===== config.mk =====
export PLATFORM = sky130hd
export DESIGN_NAME = display_scheduler
export DESIGN_NICKNAME = d
export VERILOG_FILES = /design/src/rtl/display_scheduler_pkg.sv /design/src/rtl/display_scheduler_scan_timer.sv /design/src/rtl/display_scheduler.sv
export SDC_FILE = /design/constraint.sdc
export NUM_CORES = 1
export LEC_CHECK = 0
export CORE_MARGIN = 2
export CORE_UTILIZATION = 45
export CTS_BUF_LIST = sky130_fd_sc_hd__clkbuf_8 sky130_fd_sc_hd__clkbuf_16
export CTS_CLUSTER_DIAMETER = 100
export DETAILED_ROUTE_END_ITERATION = 7
export GPL_TIMING_DRIVEN = 1
export PLACE_DENSITY_LB_ADDON = 0.05
export SLEW_MARGIN = 5
export SYNTH_ARGS = -nofsm -noshare
export SYNTH_HDL_FRONTEND = slang
export SYNTH_SLANG_ARGS = --single-unit

===== constraint.sdc =====
create_clock -name clock -period 2.19 [get_ports clock]
set_input_delay 0.219 -clock clock [delete_from_list [all_inputs] [get_ports clock]]
set_output_delay 0.219 -clock clock [all_outputs]
set_load 0.01 [all_outputs]

===== src/rtl/display_scheduler_pkg.sv =====
// Shared types and constants for the display scheduler and its scan timer.
package display_pkg;

  // FSM states
  typedef enum logic [1:0] {
    ST_SHOW_TIME  = 2'd0,
    ST_SHOW_ALARM = 2'd1,
    ST_EDIT_HI    = 2'd2,
    ST_EDIT_LO    = 2'd3
  } state_e;

  // edit_field codes reported to the time-set logic
  localparam logic [1:0] EDIT_NONE = 2'd0;
  localparam logic [1:0] EDIT_LO   = 2'd1;
  localparam logic [1:0] EDIT_HI   = 2'd2;

  // Digit enable masks (bit i = digit i, 1 = lit)
  localparam logic [3:0] MASK_ALL    = 4'b1111;
  localparam logic [3:0] MASK_LO_OFF = 4'b1100;
  localparam logic [3:0] MASK_HI_OFF = 4'b0011;

endpackage


===== src/rtl/display_scheduler_scan_timer.sv =====
// Free-running scan sequencer: prescaler, 8-phase byte_status and frame pulse.
module display_scan_timer #(
  parameter int SCAN_DIV = 1000
) (
  input  logic       clock,
  input  logic       reset,
  output logic [2:0] byte_status,
  output logic       frame_tick
);
  import display_pkg::*;

  localparam int PW = $clog2(SCAN_DIV);

  logic [PW-1:0] r_presc;
  logic [2:0]    r_phase;
  logic          r_tick;
  logic          w_wrap;

  assign w_wrap      = (r_presc == PW'(SCAN_DIV - 1));
  assign byte_status = r_phase;
  assign frame_tick  = r_tick;

  // Prescaler and phase counter; the tick marks the cycle where the phase wraps 7->0
  always_ff @(posedge clock or negedge reset) begin
    if (!reset) begin
      r_presc <= '0;
      r_phase <= '0;
      r_tick  <= 1'b0;
    end else begin
      r_presc <= w_wrap ? '0 : r_presc + 1'b1;
      if (w_wrap) r_phase <= r_phase + 3'd1;
      r_tick  <= w_wrap && (r_phase == 3'd7);
    end
  end

endmodule


===== src/rtl/display_scheduler.sv =====
// Display mode FSM: picks time or alarm for the driver and blinks the field in edit.
module display_scheduler #(
  parameter int SCAN_DIV          = 1000,
  parameter int BLINK_FRAMES      = 64,
  parameter int ALARM_HOLD_FRAMES = 256
) (
  input  logic        clock,
  input  logic        reset,
  input  logic [11:0] time_value,
  input  logic [11:0] alarm_value,
  input  logic        btn_mode,
  input  logic        btn_alarm,
  output logic [11:0] data_show,
  output logic [2:0]  byte_status,
  output logic [3:0]  segment_byte_control,
  output logic [1:0]  edit_field,
  output logic        frame_tick
);
  import display_pkg::*;

  localparam int BW = $clog2(BLINK_FRAMES + 1);
  localparam int HW = $clog2(ALARM_HOLD_FRAMES + 1);

  state_e        r_state, w_state_nxt;
  logic [BW-1:0] r_bcnt, w_bcnt_nxt;
  logic          r_blink, w_blink_nxt;
  logic [HW-1:0] r_hold, w_hold_nxt;
  logic [11:0]   r_data, w_data_nxt;
  logic [3:0]    r_mask, w_mask_nxt;
  logic [1:0]    r_edit, w_edit_nxt;
  logic          w_tick;

  display_scan_timer #(.SCAN_DIV(SCAN_DIV)) u_scan (
    .clock       (clock),
    .reset       (reset),
    .byte_status (byte_status),
    .frame_tick  (w_tick)
  );

  assign frame_tick           = w_tick;
  assign data_show            = r_data;
  assign segment_byte_control = r_mask;
  assign edit_field           = r_edit;

  // State, blink and hold registers plus registered outputs
  always_ff @(posedge clock or negedge reset) begin
    if (!reset) begin
      r_state <= ST_SHOW_TIME;
      r_bcnt  <= '0;
      r_blink <= 1'b1;
      r_hold  <= '0;
      r_data  <= '0;
      r_mask  <= MASK_ALL;
      r_edit  <= EDIT_NONE;
    end else begin
      r_state <= w_state_nxt;
      r_bcnt  <= w_bcnt_nxt;
      r_blink <= w_blink_nxt;
      r_hold  <= w_hold_nxt;
      r_data  <= w_data_nxt;
      r_mask  <= w_mask_nxt;
      r_edit  <= w_edit_nxt;
    end
  end

  // Next state; btn_mode has priority over btn_alarm
  always_comb begin
    w_state_nxt = r_state;
    w_hold_nxt  = r_hold;
    case (r_state)
      ST_SHOW_TIME: begin
        if (btn_mode) w_state_nxt = ST_EDIT_HI;
        else if (btn_alarm) begin
          w_state_nxt = ST_SHOW_ALARM;
          w_hold_nxt  = '0;
        end
      end
      ST_SHOW_ALARM: begin
        if (btn_mode) w_state_nxt = ST_SHOW_TIME;
        else if (btn_alarm) w_hold_nxt = '0;
        else if (w_tick) begin
          if (r_hold == HW'(ALARM_HOLD_FRAMES - 1)) w_state_nxt = ST_SHOW_TIME;
          else w_hold_nxt = r_hold + 1'b1;
        end
      end
      ST_EDIT_HI: if (btn_mode) w_state_nxt = ST_EDIT_LO;
      ST_EDIT_LO: if (btn_mode) w_state_nxt = ST_SHOW_TIME;
      default:    w_state_nxt = ST_SHOW_TIME;
    endcase
  end

  // Blink timing restarts visible on every state change so the new field shows at once
  always_comb begin
    w_bcnt_nxt  = r_bcnt;
    w_blink_nxt = r_blink;
    if (w_state_nxt != r_state) begin
      w_bcnt_nxt  = '0;
      w_blink_nxt = 1'b1;
    end else if (w_tick) begin
      if (r_bcnt == BW'(BLINK_FRAMES - 1)) begin
        w_bcnt_nxt  = '0;
        w_blink_nxt = ~r_blink;
      end else begin
        w_bcnt_nxt = r_bcnt + 1'b1;
      end
    end
  end

  // Output decode from next state so outputs move together with the state register
  always_comb begin
    w_data_nxt = (w_state_nxt == ST_SHOW_ALARM) ? alarm_value : time_value;
    w_mask_nxt = MASK_ALL;
    w_edit_nxt = EDIT_NONE;
    case (w_state_nxt)
      ST_EDIT_HI: begin
        w_mask_nxt = w_blink_nxt ? MASK_ALL : MASK_HI_OFF;
        w_edit_nxt = EDIT_HI;
      end
      ST_EDIT_LO: begin
        w_mask_nxt = w_blink_nxt ? MASK_ALL : MASK_LO_OFF;
        w_edit_nxt = EDIT_LO;
      end
      default: ;
    endcase
  end

endmodule


==> impl_results.md, run 1 <==
* TritonCTS Buffers at 5
* Die H at 74.8 um
* FF+latch area at 1230 sq um
* Clk_lat worst skew at 0.29 ns
* Pwr Density at 731 nW/um^2
* Hold Vio Cnt, Final at 2
* Initial antenna violation count at 0
* LEAKAGE at 1.29 nW
* Vias in the first global route at 1,676
* Violated checks: negative hold slack
* Synth warn at 0
* Core Footprint at 4790 sq um
* Total Power at 0.00221 W
* Post-synth EDFFs at 0
* Iteration-0 DRC Markers at 50
* DP Wirelength at 3.32 mm
* Critical Path Stages at 9
* Total global routing overflow at 0
* Slew Limit Fails at 0
* Final hold slack at -0.00270 ns
* Initial core utilization at 0.472
* Final period utilization at 0.971
* Worst rel slew slack at 0.602
* Placed cell area at 2820 sq um
* Cell Int Power at 0.00168 W
* Top post-synthesis cells by area: dfrtp_1 (51%), mux2_2 (6.0%), dfstp_2 (3.5%)
* Row count at 25
* H-tree levels at 2
* CP startpoint kind: flop
* RePlAce Congestion at 0.769
* Post-synthesis cell count at 199
* Clock Skew at 0.00678 ns
* Layout cells sized above 1 at 0.187
* Diodes inserted at 0
* Synth Flop Type: dfrtp_1
* RSZ-0062 raised after global routing: yes
* GR Util All Layers at 0.181
* Avg Inst Size Synth at 11.3 sq um
* Setup violators final at 0
* HP Class: primary input to asynchronous set/reset pin
* Layout area overhead at 34.1%
* Max incr delay on CP at 0.50 ns
* Critical path data arrival time at 2.35 ns
* Pre-CTS setup slack at -0.0636 ns
* Worst Tran Pin Value at 0.597 ns
* R2R cell count at 9
* Worst Slack Setup Final at 0.0643 ns
* Status: finished, violations left
* Psw at 0.000531 W
* Hold_buf cts at 0
* First-pass DRT Iterations at 4
* Filler cells at 382
* Switching Fraction at 0.240
* Nets@finish at 290
* Worst-path fanout max at 3
* Detail-routed via count per cell at 5.07
* Antenna Nets Post-Route at 0
* Clock transition at the registers of the reported paths at 0.09 ns
* Pin count of the biggest net entering global routing at 50
* Die X-Extent at 74.8 um
* Post-route cell area at 3030 sq um
* Multi-input logic area at 1010 sq um
* Register share of total power at 0.465
* Critical path type: flop to flop
* Clk buf depth at 2
* Die area at 5600 sq um
* Global-route wire length before repair at 7.59 mm
* Max capacitance violation total at 0
* Worst-path cell chain: ha_2 > and3_4 > nand3_4 > nor2_4 > ha_4 > and3b_2 > o2111ai_2 > or4_1 > o21ai_1
* Max IR drop VDD at 0.000461 V
* CP max-delay cell: or4_1
* Post-synth cell types at 48
* # port buffers at 49
* Via Count at 1,642
* TritonCTS clock tree: done
* Asr flop ratio synth at 1.00
* Sequential-to-total area share from yosys stat at 0.545
* CP top delay family: simple AND/OR/NAND/NOR gates
* Share of the synthesized area in the top cell type at 0.510
* CP endpoint kind: flop
* Cell area after synthesis at 2260 sq um
* WL final at 4.56 mm
* Fmax at 470 MHz
* Syn_nets at 233
* Worst EP required at 2.41 ns
* Critical path buffers and inverters at 0
* Tmin final at 2.13 ns
* Synthesis-stage register bit count at 49
* Root Driver: clkbuf_8
* Clk sinks at 49
* WL/cell at 14.1 um
* Synth area leader: dfrtp_1
* DRC at 0
* IO Count at 50
* Clock share of power at 0.336
* Combinational fraction of design power at 0.199
==> Yosys cell counts (4+ instances only) <==
master    count
nor2_1       21
buf_4         4
xnor2_1       6
nand3_1       9
xor2_1        9
o21ai_0       8
ha_1          6
a21oi_1       6
and2_1        4
mux2_2       12
nand2_1      13
nand2b_1      5
dfrtp_1      46
==> logic make-up after synthesis <==
family / after synthesis / share of synthesized area
AND/OR/NAND/NOR: 72 / 0.171
flip-flops: 49 / 0.545
multiplexers: 15 / 0.0742
AO/OA/AOI/OAI: 30 / 0.0875
adder cells (fa/ha/maj): 6 / 0.0332
XOR/XNOR: 15 / 0.0582
buffers and inverters: 12 / 0.0316
==> per-layer routing <==
metal  track usage  wire, um  share of wire  vias to the layer above
li1              -         -              -                      801
met1         0.223      1920           0.42                      791
met2         0.298      2310           0.51                       48
met3        0.0656       302          0.066                        2
met4        0.0556        23         0.0050                        0
met5             0         0              0                        -
==> cells in the final DEF, fill, tap and decap left out, types with 2 or more instances in the layout <==
master	n
mux2_1	2
buf_4	9
nor2b_1	2
o21ai_2	2
o21ai_0	8
nand4b_1	2
xnor2_1	6
nor3_1	2
nand3_1	8
nor2_1	20
nand4_1	2
ha_1	4
inv_1	3
dfrtp_1	46
dfstp_2	3
mux2_2	12
bufinv_16	2
o211ai_1	2
xor2_1	9
clkbuf_8	5
nand2b_1	5
and2_1	4
nand2_1	13
clkdlybuf4s50_1	48
a21oi_1	6
==> per-stage QoR <==
| step | std cells | hold slack, ns | utilization | setup TNS (ns) |
|---|---|---|---|---|
| finish | 324 | -0.00270 | 0.633 | 0 |
| detailed placement | 313 | 0.356 | 0.589 | -0.171 |
| floorplan | 199 | -0.0766 | - | 0 |
| CTS | 322 | 0.0290 | 0.620 | 0 |
| global route | 324 | 0.0547 | 0.633 | -0.0851 |
| global placement | 313 | 0.342 | 0.589 | 0 |
==> final timing paths <==
check / from / end / slack (ns)
max in group asynchronous: reset / r_state[1]$_DFF_PN0_ / 1.78
worst max register to register: r_hold[0]$_DFFE_PN0P_ / r_hold[7]$_DFFE_PN0P_ / 0.06
worst min register to register: u_scan.r_presc[0]$_DFF_PN0_ / u_scan.r_presc[0]$_DFF_PN0_ / 0.49
worst max-delay path: r_hold[0]$_DFFE_PN0P_ / r_hold[7]$_DFFE_PN0P_ / 0.06
min in group clock: u_scan.r_presc[0]$_DFF_PN0_ / u_scan.r_presc[0]$_DFF_PN0_ / 0.49
worst min-delay path: reset / r_hold[2]$_DFFE_PN0P_ / -0.003
==> area by class of cell <==
type	instances	area share
flip-flops and latches	49	0.406
multi-input cells	138	0.332
repair buffers	59	0.186
well taps	67	0.0277
clock buffers	5	0.0227
clock inverters	3	0.0215
inverters	3	0.00372
==> registers in the layout (all words and copies together), names as in the netlist <==
name and count:
u_scan.r_presc 10, data_show 12, u_scan.frame_tick 1, u_scan.byte_status 3, segment_byte_control 2, r_state 2
r_bcnt 7, r_blink 1, edit_field 2, r_hold 9
==> repair_timing <==
item / 4_1_cts / 5_1_grt
hold endpoints to repair: 0 / 0
cloned: 0 / 1
endpoints found under the setup margin: 4 / 22
buffers inserted: 1 / 1
pin swaps: 1 / 5
gates resized for setup: 2 / 13
==> power by group through the flow <==
stage,Sequential [W],Combinational (W),Clock [W]
2_1_floorplan,0.00106,0.000196,0
3_3_place_gp,0.00104,0.000413,0
3_5_place_dp,0.00105,0.000424,0
4_1_cts,0.00103,0.000429,0.000767
5_1_grt,0.00104,0.000483,0.000803
6_report,0.00103,0.000442,0.000743
(Power assumes the default switching activity.)
==> run 2, diff against run 1 <==
--- a/config.mk
+++ b/config.mk
@@ -11,7 +11,7 @@
 export CTS_CLUSTER_DIAMETER = 100
 export DETAILED_ROUTE_END_ITERATION = 7
 export GPL_TIMING_DRIVEN = 1
-export PLACE_DENSITY_LB_ADDON = 0.05
+export PLACE_DENSITY_LB_ADDON = 0.3
 export SLEW_MARGIN = 5
 export SYNTH_ARGS = -nofsm -noshare
 export SYNTH_HDL_FRONTEND = slang
==> impl_results.md, run 2 (synthesis results as in run 1) <==
* Nets@finish at 289 (-0.34%)
* Worst-path fanout max at 12 (+9)
* CP startpoint kind: flop
* WL/cell at 13.1 um (-6.6%)
* Max IR drop VDD at 0.000444 V (-3.7%)
* Global-route wire length before repair at 7.36 mm (-3.0%)
* Final period utilization at 0.945 (-0.0255)
* Worst Slack Setup Final at 0.120 ns (+0.0558 ns)
* Iteration-0 DRC Markers at 82 (+64%)
* Layout area overhead at 31.6%
* Pre-CTS setup slack at -0.00221 ns (+0.0614 ns)
* Max FFs per register at 12 (unchanged)
* CP endpoint kind: flop
* Setup violators final at 0 (unchanged)
* Pwr Density at 702 nW/um^2 (-4.0%)
* Vias in the first global route at 1,626 (-3.0%)
* Clk buf depth at 2 (unchanged)
* Worst rel slew slack at 0.597 (-0.00479)
* Die X-Extent at 74.8 um (unchanged)
* IO Count at 50 (unchanged)
* H-tree levels at 2 (unchanged)
* Clk_lat worst skew at 0.30 ns (about the same)
* Initial core utilization at 0.472 (unchanged)
* Filler cells at 388 (+1.6%)
* Via Count at 1,615 (-1.6%)
* Layout cells sized above 1 at 0.172 (-0.0149)
* Root Driver: clkbuf_8
* WL final at 4.24 mm (-6.9%)
* RePlAce Congestion at 0.884 (+15%)
* Total global routing overflow at 0 (unchanged)
* GR Util All Layers at 0.173 (-0.00752)
* Final hold slack at -0.0128 ns (-0.0101 ns)
* Tmin final at 2.07 ns (-0.0558 ns)
* TritonCTS Buffers at 5 (unchanged)
* Slew Limit Fails at 0 (unchanged)
* Worst Tran Pin Value at 0.604 ns (+0.00718 ns)
* DP Wirelength at 2.97 mm (-11%)
* First-pass DRT Iterations at 4 (unchanged)
* Pin count of the biggest net entering global routing at 50 (unchanged)
* Die H at 74.8 um (unchanged)
* Most frequent cells in the layout: clkdlybuf4s50_1 (48), dfrtp_1 (46), nor2_1 (20)
* LEAKAGE at 1.26 nW (-1.7%)
* Worst EP required at 2.38 ns (-0.03 ns)
* Violated checks: negative hold slack
* Critical path type: flop to flop
* Die area at 5600 sq um (unchanged)
* Hold Vio Cnt, Final at 5 (+3)
* Core Footprint at 4790 sq um (unchanged)
* Status: finished, violations left
* Initial antenna violation count at 0 (unchanged)
* Diodes inserted at 0 (unchanged)
* Clk sinks at 49 (unchanged)
* Antenna Nets Post-Route at 0 (unchanged)
* Most common cell after layout, fill and taps aside: clkdlybuf4s50_1
* TritonCTS clock tree: done
* Clock transition at the registers of the reported paths at 0.09 ns (about the same)
* Max capacitance violation total at 0 (unchanged)
* # port buffers at 49 (unchanged)
* FF+latch area at 1230 sq um (unchanged)
* Critical path data arrival time at 2.26 ns (-0.09 ns)
* HP Class: primary input to asynchronous set/reset pin
* Multi-input logic area at 983 sq um (-2.2%)
* Row count at 25 (unchanged)
* DRC at 0 (unchanged)
* Clock Skew at 0.00628 ns (-0.000499 ns)
* Detail-routed via count per cell at 5.00 (-1.3%)
* Total Power at 0.00209 W (-5.8%)
* Fmax at 483 MHz (+2.7%)
run 2: worst paths after layout:
kind	endpoint	slack, ns	depth (start not counted)	from
max	data_show[11]$_DFF_PN0_	0.12	9	r_hold[1]$_DFFE_PN0P_
min	data_show[11]$_DFF_PN0_	-0.01	2	reset
max reg2reg	data_show[11]$_DFF_PN0_	0.12	9	r_hold[1]$_DFFE_PN0P_
min reg2reg	u_scan.r_presc[0]$_DFF_PN0_	0.49	1	u_scan.r_presc[0]$_DFF_PN0_
max in group asynchronous	u_scan.r_presc[8]$_DFF_PN0_	1.78	2	reset
min in group clock	u_scan.r_presc[0]$_DFF_PN0_	0.49	1	u_scan.r_presc[0]$_DFF_PN0_
run 2: final cells by class:
class,count,area share
Tap cell,67,0.0282
Clock inverter,3,0.0130
Sequential cell,49,0.414
Multi-Input combinational cell,138,0.331
Inverter,3,0.00379
Clock buffer,5,0.0231
Timing Repair Buffer,58,0.187
run 2: timing repair:
item                                    CTS  global route
gates resized for setup                   1             7
hold buffers                              0             0
pin swaps                                 0             7
endpoints found under the setup margin    1            14
setup buffers                             1             1
run 2: per-layer routing:
metal | GRT usage | vias to the layer above | wire length [um]
li1 | - | 800 | -
met1 | 0.211 | 774 | 1950
met2 | 0.291 | 34 | 2040
met3 | 0.0535 | 7 | 186
met4 | 0.0595 | 0 | 65
met5 | 0 | - | 0
run 2: metrics by stage:
stage	utilization	area, sq um	cells	TNS (ns)	hold WS (ns)
2_1_floorplan	-	2260	199	0	-0.0766
3_3_place_gp	0.591	2830	314	0	0.359
3_5_place_dp	0.591	2830	314	-0.00221	0.360
4_1_cts	0.615	2940	323	0	0.0262
5_1_grt	0.621	2970	323	-0.0429	0.0732
6_report	0.621	2970	323	0	-0.0128
run 2: worst max-delay path: stages (launching register included):
cell	delay, ns
dfrtp_1	0.37
ha_2	0.18
and3_4	0.20
nand3_4	0.08
nor2_2	0.09
ha_2	0.19
a21boi_0	0.12
o21ai_1	0.19
buf_6	0.19
mux2_2	0.35
run 2: where the power goes:
group	total [W]	leakage [nW]	switching, W	internal, W
combinational	0.000423	0.582	0.000181	0.000242
clock	0.000633	0.0593	0.000298	0.000335
sequential	0.00103	0.624	0.0000504	0.000980
total	0.00209	1.26	0.000530	0.00156
==> run 3, diff against run 2 <==
--- a/config.mk
+++ b/config.mk
@@ -5,6 +5,7 @@
 export SDC_FILE = /design/constraint.sdc
 export NUM_CORES = 1
 export LEC_CHECK = 0
+export CAP_MARGIN = 30
 export CORE_MARGIN = 2
 export CORE_UTILIZATION = 45
 export CTS_BUF_LIST = sky130_fd_sc_hd__clkbuf_8 sky130_fd_sc_hd__clkbuf_16
==> results of run 3 <==
Final layout, timing and power as in run 2 (identical DEF).
